**config.mk**
```make
export PLATFORM = sky130hd
export DESIGN_NAME = fsm_out
export DESIGN_NICKNAME = d
export VERILOG_FILES = /design/src/rtl/fsm_out.sv
export SDC_FILE = /design/constraint.sdc
export NUM_CORES = 1
export LEC_CHECK = 0
export ABC_CLOCK_PERIOD_IN_PS = 2400
export CORE_MARGIN = 2
export CORE_UTILIZATION = 40
export DETAILED_ROUTE_END_ITERATION = 12
export PLACE_DENSITY = 0.66
export SYNTH_ARGS = -nofsm -noshare
export SYNTH_HDL_FRONTEND = slang
export SYNTH_SLANG_ARGS = --single-unit
```
**constraint.sdc**
```tcl
create_clock -name clk -period 2.4 [get_ports clk]
set_clock_uncertainty 0.2 [all_clocks]
set_input_delay 0.24 -clock clk [delete_from_list [all_inputs] [get_ports clk]]
set_output_delay 0.24 -clock clk [all_outputs]
set_load 0.01 [all_outputs]
```
**src/rtl/fsm_out.sv**
```systemverilog
// Egress framer: pops a stored packet from the port FIFO and re-emits it
// as SOF, port_addr, LEN, payload; flags parity errors and underruns.
// Ports: clk, rst_n, port_addr, port_rd, fifo_empty, fifo_rd_data (in);
//   fifo_rd_en, port_valid, port_data, busy, parity_err, frame_err (out).
module fsm_out #(
  parameter int                   W_WIDTH  = 8,
  parameter logic [W_WIDTH-1:0]   SOF_BYTE = 'hFF,
  parameter int                   TIMEOUT  = 16
) (
  input  logic               clk,
  input  logic               rst_n,
  input  logic [W_WIDTH-1:0] port_addr,
  input  logic               port_rd,
  input  logic               fifo_empty,
  input  logic [W_WIDTH-1:0] fifo_rd_data,
  output logic               fifo_rd_en,
  output logic               port_valid,
  output logic [W_WIDTH-1:0] port_data,
  output logic               busy,
  output logic               parity_err,
  output logic               frame_err
);

  localparam int SW = $clog2(TIMEOUT + 1);

  typedef enum logic [2:0] {
    S_IDLE,
    S_SOF,
    S_ADDR,
    S_LEN,
    S_DATA,
    S_EOF
  } state_t;

  state_t             state_q, state_d;
  logic [W_WIDTH-1:0] len_q, len_d;
  logic [W_WIDTH-1:0] xor_q, xor_d;
  logic [SW-1:0]      stall_q, stall_d;
  logic [SW-1:0]      stall_inc;
  logic               valid_q, valid_d;
  logic [W_WIDTH-1:0] data_q, data_d;
  logic               busy_q, busy_d;
  logic               perr_q, perr_d;
  logic               ferr_q, ferr_d;

  always_ff @(posedge clk or negedge rst_n) begin
    if (!rst_n) begin
      state_q <= S_IDLE;
      len_q   <= '0;
      xor_q   <= '0;
      stall_q <= '0;
      valid_q <= 1'b0;
      data_q  <= '0;
      busy_q  <= 1'b0;
      perr_q  <= 1'b0;
      ferr_q  <= 1'b0;
    end else begin
      state_q <= state_d;
      len_q   <= len_d;
      xor_q   <= xor_d;
      stall_q <= stall_d;
      valid_q <= valid_d;
      data_q  <= data_d;
      busy_q  <= busy_d;
      perr_q  <= perr_d;
      ferr_q  <= ferr_d;
    end
  end

  always_comb begin
    state_d    = state_q;
    len_d      = len_q;
    xor_d      = xor_q;
    stall_d    = stall_q;
    valid_d    = 1'b0;
    data_d     = data_q;
    busy_d     = busy_q;
    perr_d     = 1'b0;
    ferr_d     = 1'b0;
    fifo_rd_en = 1'b0;
    stall_inc  = stall_q + SW'(1);
    unique case (state_q)
      S_IDLE: begin
        stall_d = '0;
        if (port_rd && !fifo_empty) begin
          state_d = S_SOF;
          busy_d  = 1'b1;
        end
      end
      S_SOF: begin
        valid_d = 1'b1;
        data_d  = SOF_BYTE;
        state_d = S_ADDR;
      end
      S_ADDR: begin
        valid_d = 1'b1;
        data_d  = port_addr;
        state_d = S_LEN;
      end
      S_LEN, S_DATA: begin
        if (!fifo_empty) begin
          fifo_rd_en = 1'b1;
          valid_d    = 1'b1;
          data_d     = fifo_rd_data;
          stall_d    = '0;
          if (state_q == S_LEN) begin
            len_d   = fifo_rd_data;
            xor_d   = '0;
            state_d = (fifo_rd_data == '0) ? S_EOF : S_DATA;
          end else begin
            len_d = len_q - W_WIDTH'(1);
            xor_d = xor_q ^ fifo_rd_data;
            if (len_q == W_WIDTH'(1)) state_d = S_EOF;
          end
        end else if (stall_inc == SW'(TIMEOUT)) begin
          // Underrun: abandon the frame, leftovers stay in the FIFO
          ferr_d  = 1'b1;
          busy_d  = 1'b0;
          stall_d = '0;
          state_d = S_IDLE;
        end else begin
          stall_d = stall_inc;
        end
      end
      S_EOF: begin
        perr_d  = |xor_q;
        busy_d  = 1'b0;
        state_d = S_IDLE;
      end
      default: state_d = S_IDLE;
    endcase
  end

  assign port_valid = valid_q;
  assign port_data  = data_q;
  assign busy       = busy_q;
  assign parity_err = perr_q;
  assign frame_err  = ferr_q;

endmodule

```
======== Yosys cells after proc, flatten, opt, wreduce, memory -nomap -nowiden ========
Cells that the tools add are included.
storage, ports and cells
  output and inout port bits .............. 13
  logic and storage cells ................. 65
  flip-flop bits (word level) ............. 36
cells by class
  equal/unequal tests ..................... 13
  mux-type cells .......................... 25
  bitwise logic cells ..................... 2
  reduce and logical (&&, ||, !) cells .... 14
  add/sub/neg operators ................... 2
operators by type and width
  kind                                              number
  2-to-1 mux 8 bit                                  3
  case mux 8 bit (3 select lines)                   1
  2-to-1 mux 3 bit                                  5
  case mux 3 bit (4 select lines)                   1
  2-to-1 mux 1 bit                                  10
  2-to-1 mux 5 bit                                  2
  case mux 5 bit (2 select lines)                   1
  == test 8 x 1 -> 1 bit, second input constant     1
  zero test 8 bit                                   1
  != test 2 bit, second input constant              4
  OR reduction 8 bit                                1
  subtractor 8 x 1 -> 8 bit, second input constant  1
  bitwise XOR 8 bit                                 1
  == test 3 x 2 -> 1 bit, second input constant     2
  == test 3 bit, second input constant              2
  nonzero test 3 bit                                2
  adder 5 x 1 -> 5 bit, second input constant       1
  == test 5 bit, second input constant              1
  != test 4 bit, second input constant              1
  AND reduction 2 bit                               2
  AND reduction 4 bit                               1
  OR reduction 2 bit                                2
  == test 3 x 1 -> 1 bit, second input constant     1
  zero test 3 bit                                   1
  8 further kinds                                   8

======== Depth between registers and ports, before layout ========
  depth after elaboration ................. 5
  mapped depth ............................ 8

======== Least setup slack after synthesis ========
OpenSTA, ideal clock, no wires.
  path type ............................... register to register
  start point ............................. reg state_q[0]
  end point ............................... reg len_q[7]
  library setup time ...................... 121 ps
  setup slack ............................. 295 ps
  arrival time ............................ 1784 ps
  stages on the path, launching flop included .. 7
  path buffers ............................ 2
  cells stage by stage .................... dfrtp_1 buf_6 or3b_1 buf_2 or4_4 o22a_1 o22a_1
between the ends
  longest elaborated chain between the ends .. 3
RTL lines
  what                                                     RTL line  text
  from (decl)                                              35        state_t state_q, state_d;
  from (signal assigned)                                   58        state_q <= state_d;
  == test 3 x 2 -> 1 bit or == test 3 bit (tied branches)  82, 106
  OR reduction 2 bit                                       82        unique case (state_q)
  AND reduction 2 bit (no line)                            n/a
  to (signal assigned)                                     59        len_q <= len_d;
  to (decl)                                                36        logic [W_WIDTH-1:0] len_q, len_d;
Several ways; a longest one is shown, not always the timed one.
A chain may end at the register's enable or synchronous reset.

======== Worst setup path after layout ========
  start point ............................. reg state_q[0]
  end point ............................... out fifo_rd_en
between the ends
  longest elaborated chain between the ends .. 3
RTL lines
  what                                                     RTL line  text
  == test 3 x 2 -> 1 bit or == test 3 bit (tied branches)  82
  OR reduction 2 bit *                                     82
  2-to-1 mux 1 bit *                                       82
  to (decl)                                                16        output logic fifo_rd_en,
Every way passes the cells marked *; elsewhere a longest branch is shown, timed or not.

==> impl_metrics.ini <==
[critical_path]
cp.depth = 3
cp_max_fo = 6
path_class = reg -> out
ff2ff_setup_slack_ns = 0.21
reg2regPathDepth = 6
cp_top_family = buffers and inverters
start_kind = flip-flop
cpPeakStageDelay_ns = 0.56
crit_path_end = fifo_rd_en
required_ns = 1.96
end_kind = output pin
worstPathArrival_ns = 1.89
timing.rr.end = port_data[5]$_DFFE_PN0P_
critical_path.startpoint = state_q[0]$_DFFE_PN0P_
cpMaxStageDelayCell = clkdlybuf4s50_1
path_cells = or3b_4 > a21oi_2 > clkdlybuf4s50_1
path_buf_inv = 1
r2r_start = state_q[1]$_DFFE_PN0P_

[sta]
drv_slew = 0
max_freq_ghz = 0.430
finalSetupTns_ns = 0
final_hold_viol_count = 0
finalCritPeriodShare = 0.970
period_minus_slack_ns = 2.33
worst_pin_slew_ns = 0.486
rsz0062_at_grt = false
slew_headroom = 0.674
setup_viol = 0

[hold_path]
hold_class = in -> async

[logic_synthesis]
syn_inst = 209
synth_area_leader_cell = dfrtp_1
mappedNetlistNets = 232
synth-seq-area-share = 0.470
synth_edf_count = 0
synth_ff_type = dfrtp_1
synth_area_um2 = 1920
synth_top_cells_by_area = dfrtp_1 47%, nor2_1 6.7%, o21ai_0 3.9%
synth-seq-cells = 36
synth.yosys.warnings = 0
yosys-top-cells-count = 36 x dfrtp_1, 34 x nor2_1, 18 x nand2_1, 15 x o21ai_0, 9 x a21oi_1
synth.most_common_cell = dfrtp_1
synth_cell_types = 46
synthArstFlopShare = 1.00
syn_avg_cell_area_um2 = 9.17
synth_top_area_frac = 0.470

[final_layout]
drive_above_1_share = 0.100
final_nets = 272
fin_util = 0.524
diodes = 0
area_growth_pct = 27.3

[global_routing]
gr-total-overflow = 0
grt_usage = 0.196
grt_max_degree = 37
grt_pass1_vias = 1652
antenna_found_initial = 0
grt_pass1_wl_mm = 7.91

[die]
die_w_um = 73.2
initial_utilization = 0.411
dieArea_um2 = 5360
core_area_um2 = 4660
ios = 33
placementRows = 25
dieHeight_um = 73.2

[pwr]
irDropWorstVdd_mv = 0.424
p_leak_nw = 1.03
power_density_nw_per_um2 = 1170

[drt]
drc = 0
totalWireLength_mm = 4.80
drtPass1Iterations = 4
wl_per_cell_um = 15.8
via_count = 1706
ant_nets = 0
drtIter0Drc = 83
vias_per_cell = 5.61

[outcome]
status = complete, no violations

[cts]
cts.repair.resized = 2
clock_latency_ns = 0.29
cts-htree-levels = 2
cts_hold_buf = 0
cts_setup_buffers = 0
cts_made_buffers = 5
clkTransAtPathRegs_ns = 0.07
cts_buffer_depth = 2
cts-root-buf = clkbuf_8
cts_sinks = 36
tritoncts = built

[placed_design]
dpl.hpwl_mm = 3.38
place.gp.congestion = 0.889
io_buffers = 32

[run]
drv_cap = 0
[cell families (layout without fill, tap and decap cells)]
group                    count (synthesis)  after routing  synth area share
AND/OR/NAND/NOR                         88             88             0.222
AO/OA/AOI/OAI                           56             56             0.200
flip-flops                              36             36             0.470
buffers and inverters                   15             56            0.0359
XOR/XNOR                                 9              9            0.0411
adder cells (fa/ha/maj)                  3              3            0.0196
multiplexers                             2              2            0.0117
[metrics by stage]
| stage | total power, mW | area, um2 | setup WS (ns) | cells | hold slack [ns] |
|---|---|---|---|---|---|
| after floorplan | 1.90 | 1920 | 0.295 | 209 | -0.256 |
| after global placement | 2.39 | 2340 | 0.136 | 296 | 0.290 |
| after detailed placement | 2.42 | 2340 | 0.120 | 296 | 0.301 |
| after CTS | 2.89 | 2440 | 0.0494 | 304 | 0.183 |
| after global routing | 3.12 | 2440 | 0.0122 | 304 | 0.201 |
| final | 2.87 | 2440 | 0.0728 | 304 | 0.163 |
[where the power goes]
group          internal (mW)  total, mW  switching (mW)  leakage (nW)
Clock                  0.233      0.455           0.222        0.0445
Combinational          0.650       1.40           0.750         0.550
Sequential             0.841       1.01           0.170         0.439
Total                   1.72       2.87            1.14          1.03
[state kept, by name (all words and copies together), names as in the netlist]
signal / count
stall_q: 5
port_data: 8
port_valid: 1
parity_err: 1
state_q: 3
xor_q: 8
busy: 1
len_q: 8
frame_err: 1
[cell type report]
type	instances	area [um2]
Multi-Input combinational cell	158	953
Clock inverter	1	7.51
Fill cell	429	2220
Tap cell	54	67.6
Timing Repair Buffer	44	410
Inverter	4	15.0
Clock buffer	7	86.3
Sequential cell	36	901
[worst register-to-register path: stages (launching register included)]
cell and delay (ns):
dfrtp_1 0.39, buf_4 0.18, or4b_1 0.58, o31ai_1 0.13, o21ai_1 0.26, a221oi_1 0.27, nor2_1 0.06
[layer usage]
layer / track usage / vias up / part of all wire
met2: 0.306 / 44 / 0.46
met1: 0.258 / 821 / 0.46
met4: 0.0885 / 0 / 0.026
met3: 0.0442 / 11 / 0.046
met5: 0 / - / 0
li1: - / 830 / -
[cells in the final DEF, fill, tap and decap left out, drive strengths merged, types with 2 or more instances in the layout]
cell / n
nand2b: 5
a221oi: 8
nor3: 5
nor2b: 6
inv: 4
nand4: 2
a21oi: 9
nand3: 5
mux2: 2
o21ai: 16
ha: 3
clkdlybuf4s50: 32
a31oi: 2
dfrtp: 36
nand2: 18
o31ai: 2
nand3b: 2
o22a: 2
nor4: 4
xor2: 8
nor2: 34
clkbuf: 7
a22oi: 4
buf: 12
[worst min path at each step]
| stage | startpoint | to | cells after the start |
|---|---|---|---|
| global route | rst_n | port_valid$_DFF_PN0_ | 2 |
| CTS | rst_n | port_data[6]$_DFFE_PN0P_ | 2 |
| global placement | port_data[4]$_DFFE_PN0P_ | port_data[4]$_DFFE_PN0P_ | 2 |
| floorplan | rst_n | busy$_DFFE_PN0P_ | 0 |
| detailed placement | port_data[3]$_DFFE_PN0P_ | port_data[3]$_DFFE_PN0P_ | 2 |
| finish | rst_n | port_valid$_DFF_PN0_ | 2 |
Power figures use the tool's default switching activity.
